[src/rtl/stage_sequencer.sv]
// Five-stage multicycle sequencer: steps IF/ID/EX/MEM/WB in lockstep with the
// upstream PC cadence, latches the fetched instruction and issues stage strobes.
module stage_sequencer (
    input  logic        clock,
    input  logic        reset,
    input  logic [7:0]  pc,
    input  logic [31:0] imem_rdata,
    output logic        imem_re,
    output logic [5:0]  imem_addr,
    output logic [31:0] ir,
    output logic [2:0]  stage,
    output logic        rf_re,
    output logic        alu_en,
    output logic        mem_re,
    output logic        mem_we,
    output logic        rf_we,
    output logic [15:0] retired,
    output logic        misalign,
    output logic        illegal
);

    localparam logic [2:0] ST_IF  = 3'd0;
    localparam logic [2:0] ST_ID  = 3'd1;
    localparam logic [2:0] ST_EX  = 3'd2;
    localparam logic [2:0] ST_MEM = 3'd3;
    localparam logic [2:0] ST_WB  = 3'd4;

    localparam logic [5:0] OP_RTYPE = 6'b000000;
    localparam logic [5:0] OP_LW    = 6'b100011;
    localparam logic [5:0] OP_SW    = 6'b101011;
    localparam logic [5:0] OP_BEQ   = 6'b000100;

    logic [2:0]  state;
    logic [2:0]  state_next;
    logic [7:0]  pc_prev;
    logic        pc_chg;
    logic        resync;
    logic [15:0] retired_cnt;
    logic        is_rtype;
    logic        is_lw;
    logic        is_sw;
    logic        is_beq;
    logic        is_legal;
    logic        unused_pc_bits;

    // Byte offset within the word carries no information for fetch.
    assign unused_pc_bits = &{1'b0, pc[1:0]};

    assign is_rtype = (ir[31:26] == OP_RTYPE);
    assign is_lw    = (ir[31:26] == OP_LW);
    assign is_sw    = (ir[31:26] == OP_SW);
    assign is_beq   = (ir[31:26] == OP_BEQ);
    assign is_legal = is_rtype | is_lw | is_sw | is_beq;

    // A PC move anywhere before WB means upstream lost sync with us; WB is the
    // only stage where a new PC is expected to appear.
    assign pc_chg = (pc != pc_prev);
    assign resync = pc_chg && (state <= ST_MEM);

    always_comb begin
        unique case (state)
            ST_IF:   state_next = ST_ID;
            ST_ID:   state_next = ST_EX;
            ST_EX:   state_next = ST_MEM;
            ST_MEM:  state_next = ST_WB;
            default: state_next = ST_IF;
        endcase
        if (resync) begin
            state_next = ST_IF;
        end
    end

    // NOTE: reset is synchronous, so it is sampled inside the clocked branch and
    // kept out of the sensitivity list; state updates use non-blocking assigns.
    always_ff @(posedge clock) begin
        if (reset) begin
            state       <= ST_IF;
            ir          <= 32'd0;
            retired_cnt <= 16'd0;
            misalign    <= 1'b0;
            illegal     <= 1'b0;
            pc_prev     <= pc;
        end else begin
            state   <= state_next;
            pc_prev <= pc;
            if (state == ST_ID) begin
                ir <= imem_rdata;
            end
            if (resync) begin
                misalign <= 1'b1;
            end
            if ((state == ST_EX) && !is_legal) begin
                illegal <= 1'b1;
            end
            // A resync landing in WB does not cancel the completing instruction.
            if ((state == ST_WB) && is_legal) begin
                retired_cnt <= retired_cnt + 16'd1;
            end
        end
    end

    // NOTE: every strobe gets a default before the case so no latch is inferred.
    always_comb begin
        imem_re = 1'b0;
        rf_re   = 1'b0;
        alu_en  = 1'b0;
        mem_re  = 1'b0;
        mem_we  = 1'b0;
        rf_we   = 1'b0;
        if (!reset) begin
            unique case (state)
                ST_IF:   imem_re = 1'b1;
                ST_ID:   rf_re   = 1'b1;
                ST_EX:   alu_en  = is_legal;
                ST_MEM: begin
                    mem_re = is_lw;
                    mem_we = is_sw;
                end
                ST_WB:   rf_we   = is_rtype | is_lw;
                default: ;
            endcase
        end
    end

    assign imem_addr = pc[7:2];
    assign stage     = state;
    assign retired   = retired_cnt;

endmodule

[config.mk]
export PLATFORM = sky130hd
export DESIGN_NAME = stage_sequencer
export DESIGN_NICKNAME = d
export VERILOG_FILES = /design/src/rtl/stage_sequencer.sv
export SDC_FILE = /design/constraint.sdc
export NUM_CORES = 1
export LEC_CHECK = 0
export ABC_CLOCK_PERIOD_IN_PS = 2400
export CAP_MARGIN = 20
export CORE_ASPECT_RATIO = 1.4
export CORE_MARGIN = 2
export CORE_UTILIZATION = 42
export DETAILED_ROUTE_END_ITERATION = 10
export HOLD_SLACK_MARGIN = 0.05
export PLACE_DENSITY = 0.88
export SYNTH_ARGS = -nofsm -noshare
export SYNTH_HDL_FRONTEND = slang
export SYNTH_SLANG_ARGS = --single-unit
[constraint.sdc]
create_clock -name clock -period 2.4 [get_ports clock]
set_input_delay 0.48 -clock clock [delete_from_list [all_inputs] [get_ports clock]]
set_output_delay 0.48 -clock clock [all_outputs]
set_load 0.01 [all_outputs]
==> results of run 1 <==
## routing by layer
| layer | routed length (um) | global-route usage |
|---|---|---|
| met2 | 3380 | 0.364 |
| met4 | 82 | 0.0915 |
| met3 | 556 | 0.0965 |
| met1 | 2590 | 0.229 |
| met5 | 0 | 0 |
## synthesized netlist by cell type, drive strengths merged, types with 2 or more instances
| master | n |
|---|---|
| nand2 | 69 |
| dfxtp | 61 |
| a21oi | 45 |
| clkbuf | 13 |
| xor2 | 10 |
| buf | 9 |
| nor2 | 9 |
| nor4 | 8 |
| o21ai | 7 |
| or3 | 7 |
| or4 | 6 |
| nand3 | 4 |
| nand4 | 4 |
| o31ai | 4 |
| and4 | 3 |
| nor4b | 3 |
| o21a | 3 |
| and2 | 2 |
| inv | 2 |
| o2111ai | 2 |
| xnor2 | 2 |
## cells by family (layout without fill, tap and decap cells)
logic type / Yosys count / in the layout
AOI/OAI and AO/OA: 63 / 63
adders and majority gates: 1 / 1
and+or+nand+nor: 123 / 123
xor gates and xnor gates: 12 / 12
muxes: 2 / 2
DFF: 61 / 61
buffers and inverters: 24 / 140
## power breakdown
group	switching, mW	leakage (nW)	internal [mW]
Clock	0.388	0.0921	0.426
Sequential	0.00415	0.495	1.02
Combinational	0.0453	0.750	0.0844
Total	0.437	1.34	1.53
## per-stage QoR
step           instances  area, um^2  TNS, ns  setup slack (ns)  total power, mW
2_1_floorplan        286        2480        0             0.278             1.09
3_3_place_gp         456        3630  -0.0254           -0.0254             1.17
3_5_place_dp         456        3630  -0.0727           -0.0537             1.18
4_1_cts              472        3830        0           0.00991             1.99
5_1_grt              472        3830  -0.0276           -0.0276             2.04
6_report             472        3830        0            0.0390             1.97
## what timing repair did
| item | in CTS | in global routing |
|---|---|---|
| endpoints found under the hold margin | 0 | 0 |
| gates resized for setup | 17 | 5 |
| endpoints found under the setup margin | 4 | 4 |
## area by class of cell
type	instances	area (um^2)
tap	70	87.6
clock inverter	4	22.5
multi-input combinational	201	1170
inverter	2	7.51
fill	472	1950
sequential	61	1220
timing repair buffer	122	1160
clock buffer	12	155
## worst register-to-register path: stages (launching register included)
cell       delay (ns)
dfxtp_2          0.32
buf_4            0.16
nor4b_4          0.38
o2111ai_4        0.28
buf_4            0.25
or4_1            0.40
a21oi_1          0.16
## worst max-delay path by stage
stage	start	endpoint	slack, ns	depth (start not counted)
6_report	stage[2]	mem_re	0.04	5
4_1_cts	ir[31]	alu_en	0.01	4
2_1_floorplan	stage[0]	rf_we	0.28	4
3_3_place_gp	ir[30]	rf_we	-0.03	4
5_1_grt	ir[30]	rf_we	-0.03	4
3_5_place_dp	ir[30]	rf_we	-0.05	4
## registers in the layout (all words and copies together) (netlist names)
signal,cells
ir,32
misalign,1
illegal,1
stage,3
retired,16
pc_prev,8
==> impl_metrics.yaml, run 1 <==
outcome:
  outcome: "completed"
yosys:
  synth_ff_type: "dfxtp_1"
  synth-xor-area-share: 0.0424
  yosysTopAreaCellShare: 0.492
  synth_top_cell_by_area: "dfxtp_1"
  syn_nets: 329
  yosys_warnings: 0
  synth_edf_count: 0
  synth_compound_area_frac: 0.146
  synthCells: 286
  synthMuxAreaShare: 0.00857
  synthesis.area_um2: 2480
  syn_avg_cell_area_um2: 8.68
  ys_types: 41
  synth_top_family_by_area: "simple AND/OR/NAND/NOR gates"
  ys_ff_latch: 61
  synthArstFlopShare: 0
  ys_seq_area_frac: 0.492
  synthSimpleGateAreaFrac: 0.257
  ys_top_cells_by_area: "dfxtp_1 (49%), nand2_1 (10%), a21oi_1 (9.1%)"
  synth_fa_ha_area_frac: 0.00504
hold_path:
  min_path_cells: 2
  min_from: "ir[3]"
  hold_end: "ir[3]"
  min_path_type: "reg2reg"
sta:
  finalHoldViolCount: 0
  relSlewSlack: 0.687
  period_needed_ns: 2.36
  clock_skew_ns: 0.00911
  fmax_ghz: 0.424
  worst_slew_pin_slew_ns: 0.465
  period_share: 0.984
  holdWs_ns: 0.454
  drv_slew: 0
  report.final.setup_viol: 0
  rsz0062_at_grt: "true"
layout:
  final_util: 0.662
  n_antenna_cell: 0
  fin_nets: 440
  mostFrequentLayoutCells: "clkdlybuf4s50_1 (101), nand2_1 (69), dfxtp_1 (60)"
  final_common_cell: "clkdlybuf4s50_1"
  synthToLayoutAreaGrowth_pct: 54.3
  drive_gt1_frac: 0.114
clocking:
  cts_tree: "done"
  cts_buffer_depth: 2
  cts.sinks: 61
  clk_latency_ns: 0.33
  cts_root_buffer: "clkbuf_8"
  htreeDepth: 3
  clkTransAtPathRegs_ns: 0.07
  ctsHoldBuffers: 0
  cts_made_buffers: 9
  post_cts_buffers: 0
die:
  core.rowCount: 33
  dieHeight_um: 94.9
  core_um2: 5780
  start_util: 0.429
  ioPinCount: 107
  die_area_um2: 6550
  die_x_um: 69.0
place:
  io_buffer_count: 106
  gp_congestion: 0.754
  hpwl_um: 4760
global_routing:
  grt_antenna_before_repair: 0
  grt_pass1_vias: 2395
  grt_pass1_wl_um: 10600
  grt_use_total: 0.216
  grt_max_degree: 33
  overflow: 0
critical_path:
  critPathKind: "reg2out"
  worstPathMaxFanout: 8
  reg2regPathDepth: 6
  crit_buf_inv: 2
  r2r-end: "retired[8]"
  max_stage_delay_ns: 0.40
  cp-start-kind: "register"
  crit_slowest_cell: "or3b_4"
  cp.required_ns: 1.92
  endpoint_kind: "output pin"
  rr_startpoint: "ir[30]"
  crit_arrival_ns: 1.88
  rrSetupSlack_ns: 0.39
  critical_path.cell_chain: "buf_4 > nand2b_1 > or3b_4 > nor4_1 > dlygate4sd2_1"
  cp_top_family: "simple AND/OR/NAND/NOR gates"
drt:
  num_vias: 2431
  vias_per_cell: 5.15
  drt_iter0_markers: 53
  drt_wl_total_um: 6610
  ant_nets: 0
  drc: 0
  wl_per_cell_um: 14.0
  firstDrtPassIters: 4
power_and_ir_drop:
  p_leak_nw: 1.34
  powerDensity_nw_per_um2: 514
  vdd_drop_max_uv: 381
run:
  cap_violations: 0
No activity file was read; power rests on OpenSTA's default activity.
==> run 2: changes to the inputs <==
--- a/config.mk
+++ b/config.mk
@@ -13,6 +13,7 @@
 export DETAILED_ROUTE_END_ITERATION = 10
 export HOLD_SLACK_MARGIN = 0.05
 export PLACE_DENSITY = 0.88
+export RECOVER_POWER = 25
 export SYNTH_ARGS = -nofsm -noshare
 export SYNTH_HDL_FRONTEND = slang
 export SYNTH_SLANG_ARGS = --single-unit
==> run 2 against run 1 <==
Wire length is essentially flat. Critical path type unchanged. Worst hold slack is the same. Power shrank 0.14%.
==> impl_metrics.yaml, run 2 (same netlist as run 1, synthesis figures left out) <==
outcome:
  outcome: "completed"
drt:
  drc: 0
  firstDrtPassIters: 4
  drt_iter0_markers: 53
  num_vias: 2430
  drt_wl_total_um: 6610
  ant_nets: 0
  wl_per_cell_um: 14.0
  vias_per_cell: 5.15
global_routing:
  grt_max_degree: 33
  grt_pass1_vias: 2395
  grt_use_total: 0.216
  grt_pass1_wl_um: 10600
  grt_antenna_before_repair: 0
  overflow: 0
clocking:
  cts.sinks: 61
  post_cts_buffers: 0
  cts_root_buffer: "clkbuf_8"
  cts_buffer_depth: 2
  cts_made_buffers: 9
  clkTransAtPathRegs_ns: 0.07
  htreeDepth: 3
  clk_latency_ns: 0.33
  cts_tree: "done"
  ctsHoldBuffers: 0
die:
  ioPinCount: 107
  die_area_um2: 6550
  core.rowCount: 33
  die_x_um: 69.0
  start_util: 0.429
  core_um2: 5780
  dieHeight_um: 94.9
run:
  cap_violations: 0
sta:
  clock_skew_ns: 0.00911
  drv_slew: 0
  finalHoldViolCount: 0
  relSlewSlack: 0.567
  period_share: 0.984
  report.final.setup_viol: 0
  rsz0062_at_grt: "true"
  period_needed_ns: 2.36
  worst_slew_pin_slew_ns: 0.649
  holdWs_ns: 0.454
  fmax_ghz: 0.424
  fin_ws_ns: 0.0390
critical_path:
  crit_slowest_cell: "or3b_4"
  cp.required_ns: 1.92
  crit_buf_inv: 2
  cp_top_family: "simple AND/OR/NAND/NOR gates"
  cp-start-kind: "register"
  max_stage_delay_ns: 0.40
  critPathKind: "reg2out"
  crit_arrival_ns: 1.88
  endpoint_kind: "output pin"
  worstPathMaxFanout: 8
  rrSetupSlack_ns: 0.39
  critical_path.cell_chain: "buf_4 > nand2b_1 > or3b_4 > nor4_1 > dlygate4sd2_1"
layout:
  fin_nets: 440
  final_common_cell: "clkdlybuf4s50_1"
  regMostFlops: "ir"
  drive_gt1_frac: 0.114
  n_antenna_cell: 0
  synthToLayoutAreaGrowth_pct: 54.2
  final_util: 0.662
  largest_reg_flops: 32
  mostFrequentLayoutCells: "clkdlybuf4s50_1 (93), nand2_1 (69), dfxtp_1 (60)"
  final_area_um2: 3830
hold_path:
  min_path_type: "reg2reg"
power_and_ir_drop:
  total_power_mw: 1.97
  p_leak_nw: 1.34
  vdd_drop_max_uv: 381
  powerDensity_nw_per_um2: 514
place:
  dp_slack_ns: -0.0537
  hpwl_um: 4760
  io_buffer_count: 106
  gp_congestion: 0.754
  dpl_cell_area_um2: 3630
==> run 2: cell count changes in the layout (fill, tap and decap cells not counted), sizes merged <==
cell and change:
buf -1, clkbuf +1, clkdlybuf4s50 -8, dlygate4sd3 +8
==> run 2: per-stage QoR <==
stage	TNS (ns)	cells
finish	0	472
global route	-0.0276	472
CTS	0	472
detailed placement	-0.0727	456
global placement	-0.0254	456
floorplan	0	286
==> run 2: per-layer routing <==
layer / part of all wire / routed length [um] / global-route usage / vias up
li1: - / - / - / 1217
met3: 0.084 / 554 / 0.0965 / 6
met2: 0.51 / 3380 / 0.364 / 81
met1: 0.39 / 2590 / 0.229 / 1126
met5: 0 / 0 / 0 / -
met4: 0.012 / 82 / 0.0915 / 0
==> run 2: worst paths after layout <==
kind / startpoint / to / cells after the start
setup / recovery: stage[2] / mem_re / 5
hold / removal: ir[3] / ir[3] / 2
setup reg to reg: ir[30] / retired[8] / 6
hold reg to reg: ir[3] / ir[3] / 2
==> run 2: cell type report <==
cell class,count,area (um^2)
Timing Repair Buffer,122,1160
Tap cell,70,87.6
Inverter,2,7.51
Clock inverter,4,22.5
Clock buffer,12,155
Sequential cell,61,1220
Multi-Input combinational cell,201,1170
Fill cell,473,1950
==> run 2: what timing repair did <==
action	4_1_cts	5_1_grt
hold endpoints to repair	0	0
resized for setup	17	5
cloned	0	0
setup endpoints to repair	4	4
==> run 2: worst register-to-register path, stage by stage, from the launching register on <==
cell and delay (ns):
dfxtp_2 0.32, buf_4 0.16, nor4b_4 0.38, o2111ai_4 0.28, buf_4 0.25, or4_1 0.40, a21oi_1 0.16
==> run 2: power by group <==
part | internal [mW] | switching [mW]
Sequential | 1.02 | 0.00415
Combinational | 0.0817 | 0.0453
Clock | 0.426 | 0.388
